==> config.mk <==
export PLATFORM = sky130hd
export DESIGN_NAME = snax_tcdm_port_arbiter
export DESIGN_NICKNAME = d
export VERILOG_FILES = /design/src/rtl/snax_tcdm_arb_pkg.sv /design/src/rtl/snax_rr_lock_arbiter.sv /design/src/rtl/snax_tcdm_port_arbiter.sv
export SDC_FILE = /design/constraint.sdc
export NUM_CORES = 1
export LEC_CHECK = 0
export CAP_MARGIN = 30
export CORE_AREA = 5 5 212 214
export CTS_CLUSTER_SIZE = 28
export DETAILED_ROUTE_END_ITERATION = 6
export DIE_AREA = 0 0 217 219
export SYNTH_ARGS = -nofsm -noshare
export SYNTH_HDL_FRONTEND = slang
export SYNTH_SLANG_ARGS = --single-unit
==> constraint.sdc <==
create_clock -name clk_i -period 4.3 [get_ports clk_i]
set_input_delay 0.645 -clock clk_i [delete_from_list [all_inputs] [get_ports clk_i]]
set_output_delay 0.645 -clock clk_i [all_outputs]
set_load 0.005 [all_outputs]
==> src/rtl/snax_tcdm_arb_pkg.sv <==
`default_nettype none
// ---------------------------------------------------------------------------
// snax_tcdm_arb_pkg : shared types and helpers for the TCDM port arbiter
// Revision: 1.0
// ---------------------------------------------------------------------------
package snax_tcdm_arb_pkg;

    localparam int unsigned AddrWidth     = 32;
    localparam int unsigned DataWidth     = 32;
    localparam int unsigned StrbWidth     = DataWidth / 8;
    localparam int unsigned NumInpDefault = 4;

    typedef logic [$clog2(NumInpDefault)-1:0] idx_t;

    typedef struct packed {
        logic [AddrWidth-1:0] addr;
        logic                 write;
        logic [3:0]           amo;
        logic [DataWidth-1:0] data;
        logic [StrbWidth-1:0] strb;
        logic                 user;
    } tcdm_req_chan_t;

    typedef struct packed {
        tcdm_req_chan_t q;
        logic           q_valid;
    } tcdm_req_t;

    typedef struct packed {
        logic [DataWidth-1:0] data;
    } tcdm_rsp_chan_t;

    typedef struct packed {
        tcdm_rsp_chan_t p;
        logic           p_valid;
        logic           q_ready;
    } tcdm_rsp_t;

    // Counter must hold the value max_out itself, hence the extra bit.
    function automatic int unsigned cnt_width(input int unsigned max_out);
        return $clog2(max_out) + 1;
    endfunction

    // First set bit of valid strictly after ptr, wrapping over n entries.
    function automatic int unsigned rr_pick(input logic [31:0] valid,
                                            input int unsigned ptr,
                                            input int unsigned n);
        int unsigned pick;
        logic        found;
        pick  = ptr;
        found = 1'b0;
        for (int unsigned k = 1; k <= 32; k++) begin
            int unsigned idx;
            idx = (ptr + k) % n;
            if (k <= n && !found && valid[idx]) begin
                pick  = idx;
                found = 1'b1;
            end
        end
        return pick;
    endfunction

endpackage
`default_nettype wire

==> src/rtl/snax_rr_lock_arbiter.sv <==
`default_nettype none
// ---------------------------------------------------------------------------
// snax_rr_lock_arbiter : round-robin pick with grant lock on stalled requests
// Revision: 1.0
// ---------------------------------------------------------------------------
module snax_rr_lock_arbiter
    import snax_tcdm_arb_pkg::*;
#(
    parameter int unsigned NumInp = 4,
    parameter int unsigned IdxW   = (NumInp > 1) ? $clog2(NumInp) : 1
) (
    input  logic              clk_i,
    input  logic              rst_ni,
    input  logic [NumInp-1:0] valid_i,
    input  logic              ready_i,
    input  logic              block_i,
    output logic              gnt_valid_o,
    output logic [IdxW-1:0]   gnt_idx_o,
    output logic              handshake_o,
    output logic              lock_drop_o
);

    logic [IdxW-1:0] rr_ptr_q, rr_ptr_d;
    logic [IdxW-1:0] lock_idx_q, lock_idx_d;
    logic            locked_q, locked_d;
    logic [IdxW-1:0] winner;
    logic            gnt_valid;
    logic            handshake;
    logic            lock_drop;

    always_comb begin
        winner = locked_q ? lock_idx_q
                          : IdxW'(rr_pick(32'(valid_i), 32'(rr_ptr_q), NumInp));
    end

    assign gnt_valid   = ~block_i & valid_i[winner];
    assign handshake   = gnt_valid & ready_i;
    assign lock_drop   = locked_q & ~valid_i[lock_idx_q];
    assign gnt_valid_o = gnt_valid;
    assign gnt_idx_o   = winner;
    assign handshake_o = handshake;
    assign lock_drop_o = lock_drop;

    always_comb begin
        rr_ptr_d   = rr_ptr_q;
        locked_d   = locked_q;
        lock_idx_d = lock_idx_q;
        if (handshake) begin
            rr_ptr_d = winner;
            locked_d = 1'b0;
        end else if (gnt_valid) begin
            // Stalled request: pin the grant so the offered payload stays stable.
            locked_d   = 1'b1;
            lock_idx_d = winner;
        end else if (lock_drop) begin
            locked_d = 1'b0;
        end
    end

    always_ff @(posedge clk_i or negedge rst_ni) begin
        if (!rst_ni) begin
            rr_ptr_q   <= IdxW'(NumInp - 1);
            locked_q   <= 1'b0;
            lock_idx_q <= '0;
        end else begin
            rr_ptr_q   <= rr_ptr_d;
            locked_q   <= locked_d;
            lock_idx_q <= lock_idx_d;
        end
    end

endmodule
`default_nettype wire

==> src/rtl/snax_tcdm_port_arbiter.sv <==
`default_nettype none
// ---------------------------------------------------------------------------
// snax_tcdm_port_arbiter : N reqrsp requesters onto one TCDM port, in-order rsp
// Revision: 1.0
// ---------------------------------------------------------------------------
module snax_tcdm_port_arbiter
    import snax_tcdm_arb_pkg::*;
#(
    parameter int unsigned NumInp         = 4,
    parameter int unsigned MaxOutstanding = 8,
    parameter type tcdm_req_t             = snax_tcdm_arb_pkg::tcdm_req_t,
    parameter type tcdm_rsp_t             = snax_tcdm_arb_pkg::tcdm_rsp_t
) (
    input  logic                                  clk_i,
    input  logic                                  rst_ni,
    input  tcdm_req_t                             inp_req_i [NumInp],
    output tcdm_rsp_t                             inp_rsp_o [NumInp],
    output tcdm_req_t                             oup_req_o,
    input  tcdm_rsp_t                             oup_rsp_i,
    output logic                                  busy_o,
    output logic [$clog2(MaxOutstanding):0]       outstanding_o
);

    localparam int unsigned IdxW = (NumInp > 1) ? $clog2(NumInp) : 1;
    localparam int unsigned PtrW = $clog2(MaxOutstanding);
    localparam int unsigned CntW = cnt_width(MaxOutstanding);

    typedef logic [IdxW-1:0] id_t;

    logic [NumInp-1:0] valid;
    logic              gnt_valid;
    id_t               gnt_idx;
    logic              handshake;
    logic              lock_drop;
    logic              fifo_full;
    logic              fifo_empty;
    logic              pop;
    logic [CntW-1:0]   cnt_q, cnt_d;
    logic [PtrW-1:0]   wr_ptr_q, wr_ptr_d;
    logic [PtrW-1:0]   rd_ptr_q, rd_ptr_d;
    id_t               id_mem_q [MaxOutstanding];

    always_comb begin
        for (int i = 0; i < NumInp; i++) begin
            valid[i] = inp_req_i[i].q_valid;
        end
    end

    // Occupancy is taken from the registered count only, so a pop cannot free
    // a slot for a push in the same cycle.
    assign fifo_full  = (cnt_q == CntW'(MaxOutstanding));
    assign fifo_empty = (cnt_q == '0);
    assign pop        = oup_rsp_i.p_valid & ~fifo_empty;

    snax_rr_lock_arbiter #(
        .NumInp (NumInp),
        .IdxW   (IdxW)
    ) i_arb (
        .clk_i       (clk_i),
        .rst_ni      (rst_ni),
        .valid_i     (valid),
        .ready_i     (oup_rsp_i.q_ready),
        .block_i     (fifo_full),
        .gnt_valid_o (gnt_valid),
        .gnt_idx_o   (gnt_idx),
        .handshake_o (handshake),
        .lock_drop_o (lock_drop)
    );

    always_comb begin
        oup_req_o         = '0;
        oup_req_o.q       = inp_req_i[gnt_idx].q;
        oup_req_o.q_valid = gnt_valid;
        for (int i = 0; i < NumInp; i++) begin
            inp_rsp_o[i]         = '0;
            inp_rsp_o[i].p.data  = oup_rsp_i.p.data;
            inp_rsp_o[i].q_ready = gnt_valid & oup_rsp_i.q_ready & (gnt_idx == id_t'(i));
            inp_rsp_o[i].p_valid = pop & (id_mem_q[rd_ptr_q] == id_t'(i));
        end
    end

    always_comb begin
        cnt_d    = cnt_q;
        wr_ptr_d = wr_ptr_q;
        rd_ptr_d = rd_ptr_q;
        if (handshake) begin
            wr_ptr_d = wr_ptr_q + 1'b1;
        end
        if (pop) begin
            rd_ptr_d = rd_ptr_q + 1'b1;
        end
        if (handshake && !pop) begin
            cnt_d = cnt_q + 1'b1;
        end else if (pop && !handshake) begin
            cnt_d = cnt_q - 1'b1;
        end
    end

    always_ff @(posedge clk_i or negedge rst_ni) begin
        if (!rst_ni) begin
            cnt_q    <= '0;
            wr_ptr_q <= '0;
            rd_ptr_q <= '0;
        end else begin
            cnt_q    <= cnt_d;
            wr_ptr_q <= wr_ptr_d;
            rd_ptr_q <= rd_ptr_d;
        end
    end

    always_ff @(posedge clk_i) begin
        if (handshake) begin
            id_mem_q[wr_ptr_q] <= gnt_idx;
        end
    end

    assign outstanding_o = cnt_q;
    assign busy_o        = (cnt_q != '0) | gnt_valid;

`ifndef SYNTHESIS
    always @(posedge clk_i) begin
        if (rst_ni) begin
            assert (!(oup_rsp_i.p_valid && fifo_empty))
                else $warning("response received with no request outstanding, dropped");
            assert (!lock_drop)
                else $warning("locked requester withdrew q_valid before acceptance");
        end
    end
`endif

endmodule
`default_nettype wire
Word-level counts from Yosys, hierarchy flattened
Memory sizes are Yosys's and may differ from the RTL's.
Cells that the tools add are included.
W data, S select, Z words.
- latch bits: 0
- input bits: 336
- output and inout port bits: 216
- bits in registers: 15
- bits in read-only memories: 0
- memories kept: 1
- bits in writable memories: 16
- memories (name ; depth ; bits a word ; rd ports ; clocked after memory_dff ; wr ports ; RTL line ; text):
    id_mem_q ; 8 ; 2 ; 1 ; 0 ; 1 ; snax_tcdm_port_arbiter.sv:41 ; id_t id_mem_q [MaxOutstanding];
- bitwise operators: 18
- shifts and indexed selects: 0
- mux-type cells: 30
- $mul: 0
- equality and inequality tests: 7
- add/subtract/negate cells: 8
- divide/modulo/power cells: 0
- reduce and logical (&&, ||, !) cells: 17
- magnitude comparators: 7
- operator list (kind ; number):
    $bmux W75 S2 ; 1
    $mux W75 ; 2
    $lt A2 B6 Y1 const B ; 4
    $mux W1 ; 14
    $and A1 B1 Y1 ; 12
    $bmux W1 S2 ; 6
    $mux W2 ; 5
    $eq A2 B2 Y1 const B ; 4
    $mux W4 ; 2
    $add A3 B1 Y3 const B ; 2
    $lt A2 B3 Y1 const B ; 2
    $logic_and A1 B1 Y1 ; 5
    $logic_not A1 Y1 ; 5
    $add A2 B1 Y2 const B ; 2
    $add A2 B2 Y2 const B ; 2
    $add A4 B1 Y4 const B ; 1
    $eq A2 B1 Y1 const B ; 2
    $eq A4 B4 Y1 const B ; 1
    $logic_not A2 Y1 ; 2
    $logic_not A4 Y1 ; 1
    $not A1 Y1 ; 4
    $reduce_bool A4 Y1 ; 1
    $sub A4 B1 Y4 const B ; 1
    $ge A3 B3 Y1 const B ; 1
    other kinds (5) ; 5

Longest topological paths before layout
- word-level depth: 22
- gate-level depth with buffers: 17

Modules after synthesis
From an unflattened synthesis, not the netlist that was laid out.
- cell total of the unflattened synthesis: 387
- area, all modules: 4600.7 um^2
- by module, submodules not included (module ; sequential area each (um^2) ; area an instance (um^2) ; cells each ; times used):
    snax_tcdm_port_arbiter ; 730.7 ; 4045.1 ; 326 ; 1
    snax_rr_lock_arbiter ; 127.6 ; 555.5 ; 61 ; 1

Worst setup path before layout
No wires, ideal clock.
- path kind: input to register
- from: input port inp_req_i[75] (netlist bit)
- to: register cnt_q[3], in the netlist outstanding_o[3]
- data arrival time: 3.238 ns
- setup time: 0.125 ns
- required time: 4.175 ns
- stages on the path: 17
- path slack: 0.937 ns
- cell sequence: nand3b_1 > a21o_1 > a32o_1 > buf_4 > clkinv_4 > mux2i_1 > mux2i_2 > nand2_2 > inv_1 > ha_1 > inv_1 > ha_1 > a21o_1 > a21oi_1 > xnor2_1 > nor2_1 > xor2_1
- word-level cells in the longest chain between the ends: 20
- ends and longest elaborated chain (element ; RTL line ; text):
    start, declared ; snax_tcdm_port_arbiter.sv:16 ; input tcdm_req_t inp_req_i [NumInp],
    $bmux W1 S2 ; snax_tcdm_arb_pkg.sv:55 ; if (k <= n && !found && valid[idx]) begin
    $mux W1 (implied by the code) ; snax_tcdm_arb_pkg.sv:55 ;
    $mux W1 ; snax_tcdm_arb_pkg.sv:55 ;
    $logic_not A1 Y1 ; snax_tcdm_arb_pkg.sv:55 ;
    $logic_and A1 B1 Y1 ; snax_tcdm_arb_pkg.sv:55 ;
    $mux W1 ; snax_tcdm_arb_pkg.sv:55 ;
    $logic_not A1 Y1 ; snax_tcdm_arb_pkg.sv:55 ;
    $logic_and A1 B1 Y1 ; snax_tcdm_arb_pkg.sv:55 ;
    [... 5 more ...] ; n/a ;
    $bmux W1 S2 * ; snax_rr_lock_arbiter.sv:36 ; assign gnt_valid = ~block_i & valid_i[winner];
    $mux W1 (implied by the code) * ; snax_rr_lock_arbiter.sv:36 ;
    $and A1 B1 Y1 * ; snax_rr_lock_arbiter.sv:36 ;
    $and A1 B1 Y1 * ; snax_rr_lock_arbiter.sv:37 ; assign handshake = gnt_valid & ready_i;
    net handshake ; snax_tcdm_port_arbiter.sv:33 ; logic handshake;
    $logic_not A1 Y1 ; snax_tcdm_port_arbiter.sv:94 ; end else if (pop && !handshake) begin
    $logic_and A1 B1 Y1 ; snax_tcdm_port_arbiter.sv:94 ;
    $reduce_bool A2 Y1 (no line) ; n/a ;
    end signal, assigned ; snax_tcdm_port_arbiter.sv:105 ; cnt_q <= cnt_d;
    end, declared ; snax_tcdm_port_arbiter.sv:38 ; logic [CntW-1:0] cnt_q, cnt_d;
The timed path passes the listed nets; every way through them passes the cells marked *. The select of a mux whose other input is x is not followed.
A chain may end at the register's enable or synchronous reset.

==> results.py <==
metrics = {
    "final_layout": {
        "final_util": 0.2037,
        "final_cell_mix": "clkdlybuf4s50_1, nand2_1, and3_1",
        "fillCellCount": 4759,
        "layout_commonest_cell": "clkdlybuf4s50_1",
        "syn2layout_area_growth_pct": 79.22,
        "drive_gt1_frac": 0.04724,
        "finalNetCount": 1336,
    },
    "sta": {
        "rsz0062_at_grt": "false",
        "worst_pin_slew_ns": 0.7324,
        "slew_violations": 0,
        "timing.final.crit_share": 0.9724,
        "finalCriticalPeriod_ns": 4.181,
        "setup_violations": 0,
        "max_freq_mhz": 239.2,
        "clock_skew_ns": 0.004576,
        "slew_headroom": 0.5102,
        "hold_violations": 0,
        "fin_tns_setup_ns": 0,
    },
    "grt": {
        "overflow": 0,
        "grt_antenna_before_repair": 2,
        "grt_use_total": 0.1130,
        "grt_pass1_vias": 6188,
        "grt_max_degree": 83,
        "grt_pass1_wl_mm": 40.92,
    },
    "synthesis": {
        "yosys.cell_types.count": 42,
        "yosysWarnings": 0,
        "async_flop_share": 0.4839,
        "yosysSeqAreaShare": 0.1769,
        "synth_ff_type": "edfxtp_1",
        "syn_nets": 1100,
        "syn_area_per_cell_um2": 6.401,
        "synth_edf_count": 16,
        "synthTopCellsByArea": "nand2_1, buf_4, edfxtp_1, a31oi_1, and3_1",
        "post-synth-top-area-cell": "nand2_1",
        "ys_seq_elements": 31,
        "syn_area_um2": 4852,
        "synth_top_area_frac": 0.2359,
        "synth_cells": 758,
    },
    "min_path": {
        "hold_path_depth": 1,
        "min_to": "outstanding_o[3]$_DFFE_PN0P_",
        "hp-start": "outstanding_o[3]$_DFFE_PN0P_",
        "holdCritPathClass": "flip-flop to flip-flop",
    },
    "die": {
        "boundaryPins": 552,
        "design.core.area_um2": 42700,
        "fp-row-count": 76,
        "fp.dieW_um": 217,
        "start_util": 0.1136,
        "die_area_um2": 47520,
        "die_h_um": 219,
    },
    "clock_tree": {
        "cts_tree": "done",
        "path_clk_slew_ns": 0.05,
        "cts-root-buf": "clkbuf_16",
        "post-cts-setup-buffer-count": 0,
        "cts_made_buffers": 5,
        "clk_latency_ns": 0.27,
        "clock_sinks": 31,
        "cts.hold.buffers_added": 0,
        "cts_resized": 0,
        "htreeDepth": 2,
        "clockBufferDepth": 2,
    },
    "setup_path": {
        "critPathKind": "primary input to output pin",
        "cp.required_ns": 3.65,
        "r2r_start": "i_arb.rr_ptr_q[0]$_DFFE_PN1P_",
        "r2r_slack_ns": 0.85,
        "rr_endpoint": "outstanding_o[3]$_DFFE_PN0P_",
        "crit_path_max_fanout": 63,
        "worstSetupStartpointType": "primary input",
        "ff2ff_path_depth": 16,
        "end_kind": "output pin",
        "arrival_ns": 3.54,
    },
    "pwr": {
        "power_switching_mw": 2.691,
        "peakVddDrop_uv": 300.2,
        "power_density_nw_per_um2": 662.8,
        "p_int_mw": 3.072,
        "p_leak_nw": 3.483,
        "p_sw_frac": 0.4669,
        "power_frac_clock": 0.061,
        "p_comb_frac": 0.840,
        "power_frac_seq": 0.099,
    },
    "route": {
        "route.antenna.remaining_nets": 0,
        "via_count": 6103,
        "wl_mm": 29.67,
        "viasPerCell": 3.958,
        "drtIter0Drc": 372,
        "firstDrtPassIters": 4,
        "wl_per_cell_um": 19.24,
        "drc": 0,
    },
    "flow_run": {
        "drv_cap": 0,
    },
    "placement": {
        "dp_hpwl_mm": 25.02,
        "gp_congestion": 0.8766,
        "io_buffers": 391,
    },
    "run_status": {
        "status": "completed",
    },
}
power by group through the flow:
stage | Clock, mW | Sequential, mW | Combinational, mW
after CTS | 0.355 | 0.571 | 4.82
after global routing | 0.369 | 0.588 | 5.25
after detailed placement | 0 | 0.575 | 4.80
after floorplan | 0 | 0.529 | 2.28
after global placement | 0 | 0.565 | 4.78
final | 0.351 | 0.570 | 4.84
routing by layer:
metal  track usage  part of all wire  vias up
li1              -                 -     2881
met1        0.1267              0.37     2806
met2        0.2061              0.51      390
met3       0.03476             0.087       24
met4       0.03223             0.027        2
met5      0.007292            0.0017        -
worst max path at each step:
stage                   from  cells past startpoint  slack (ns)                           end
6_report       inp_req_i[75]                     10        0.12                 oup_req_o[32]
5_1_grt        inp_req_i[75]                     10        0.01                 oup_req_o[32]
4_1_cts        inp_req_i[75]                     10        0.07                 oup_req_o[31]
3_5_place_dp   inp_req_i[75]                     10        0.08                 oup_req_o[31]
3_3_place_gp   inp_req_i[75]                     10        0.08                 oup_req_o[33]
2_1_floorplan  inp_req_i[75]                     17        0.94  outstanding_o[3]$_DFFE_PN0P_
critical path, stage by stage:
cell	delay, ns
clkdlybuf4s50_1	0.49
nand3b_1	0.19
a21o_1	0.19
a32o_4	0.39
clkinv_4	0.11
buf_12	0.24
nand2_1	0.09
and3_1	0.19
a31oi_1	0.27
clkdlybuf4s50_1	0.64
kinds of logic (layout without fill, tap and decap cells):
| logic type | count (synthesis) | after routing | share of synthesized area |
|---|---|---|---|
| buf+inv | 187 | 424 | 0.2473 |
| xor+xnor | 8 | 8 | 0.01444 |
| compound gates | 90 | 90 | 0.1209 |
| fa+ha+maj | 6 | 6 | 0.01702 |
| mux | 15 | 15 | 0.04564 |
| other cells | 0 | 1 | 0 |
| simple gates | 421 | 421 | 0.3778 |
| flops | 31 | 31 | 0.1769 |
sequential cells by signal (all words and copies together), names as in the netlist:
name	cells
wr_ptr_q	3
i_arb.rr_ptr_q	2
id_mem_q	16
i_arb.lock_idx_q	2
rd_ptr_q	3
outstanding_o	4
i_arb.locked_q	1
Yosys cell counts (4+ instances only):
| master | number |
|---|---|
| clkbuf_1 | 42 |
| o21ai_0 | 6 |
| and3_1 | 75 |
| dfrtp_1 | 13 |
| ha_1 | 5 |
| a31oi_1 | 75 |
| mux4_2 | 5 |
| buf_4 | 130 |
| xnor2_1 | 6 |
| mux2i_1 | 5 |
| nand2b_1 | 8 |
| edfxtp_1 | 16 |
| buf_2 | 4 |
| nor3_1 | 7 |
| inv_1 | 6 |
| nand2_1 | 305 |
| nor2_1 | 14 |
area by class of cell:
type                    count  area (um^2)  share of cell area
clock inverters             3        23.77            0.002734
clock buffers               5        125.1             0.01439
well taps                 546        683.2             0.07856
inverters                   8        36.28            0.004173
multi-input cells         540         2818              0.3240
repair buffers            408         4149              0.4771
diodes                      1        2.502           0.0002878
flip-flops and latches     31        858.3             0.09871
stage by stage:
step / worst slack (ns) / instance area, um^2 / hold slack, ns / power [mW] / std cells
floorplan: 0.9366 / 4852 / 0.3494 / 2.813 / 758
global placement: 0.07639 / 8497 / 0.5204 / 5.350 / 1532
detailed placement: 0.07503 / 8497 / 0.5309 / 5.380 / 1532
CTS: 0.07293 / 8646 / 0.5407 / 5.749 / 1540
global route: 0.01385 / 8696 / 0.5602 / 6.202 / 1542
finish: 0.1187 / 8696 / 0.5430 / 5.764 / 1542
Power figures use the tool's default switching activity.
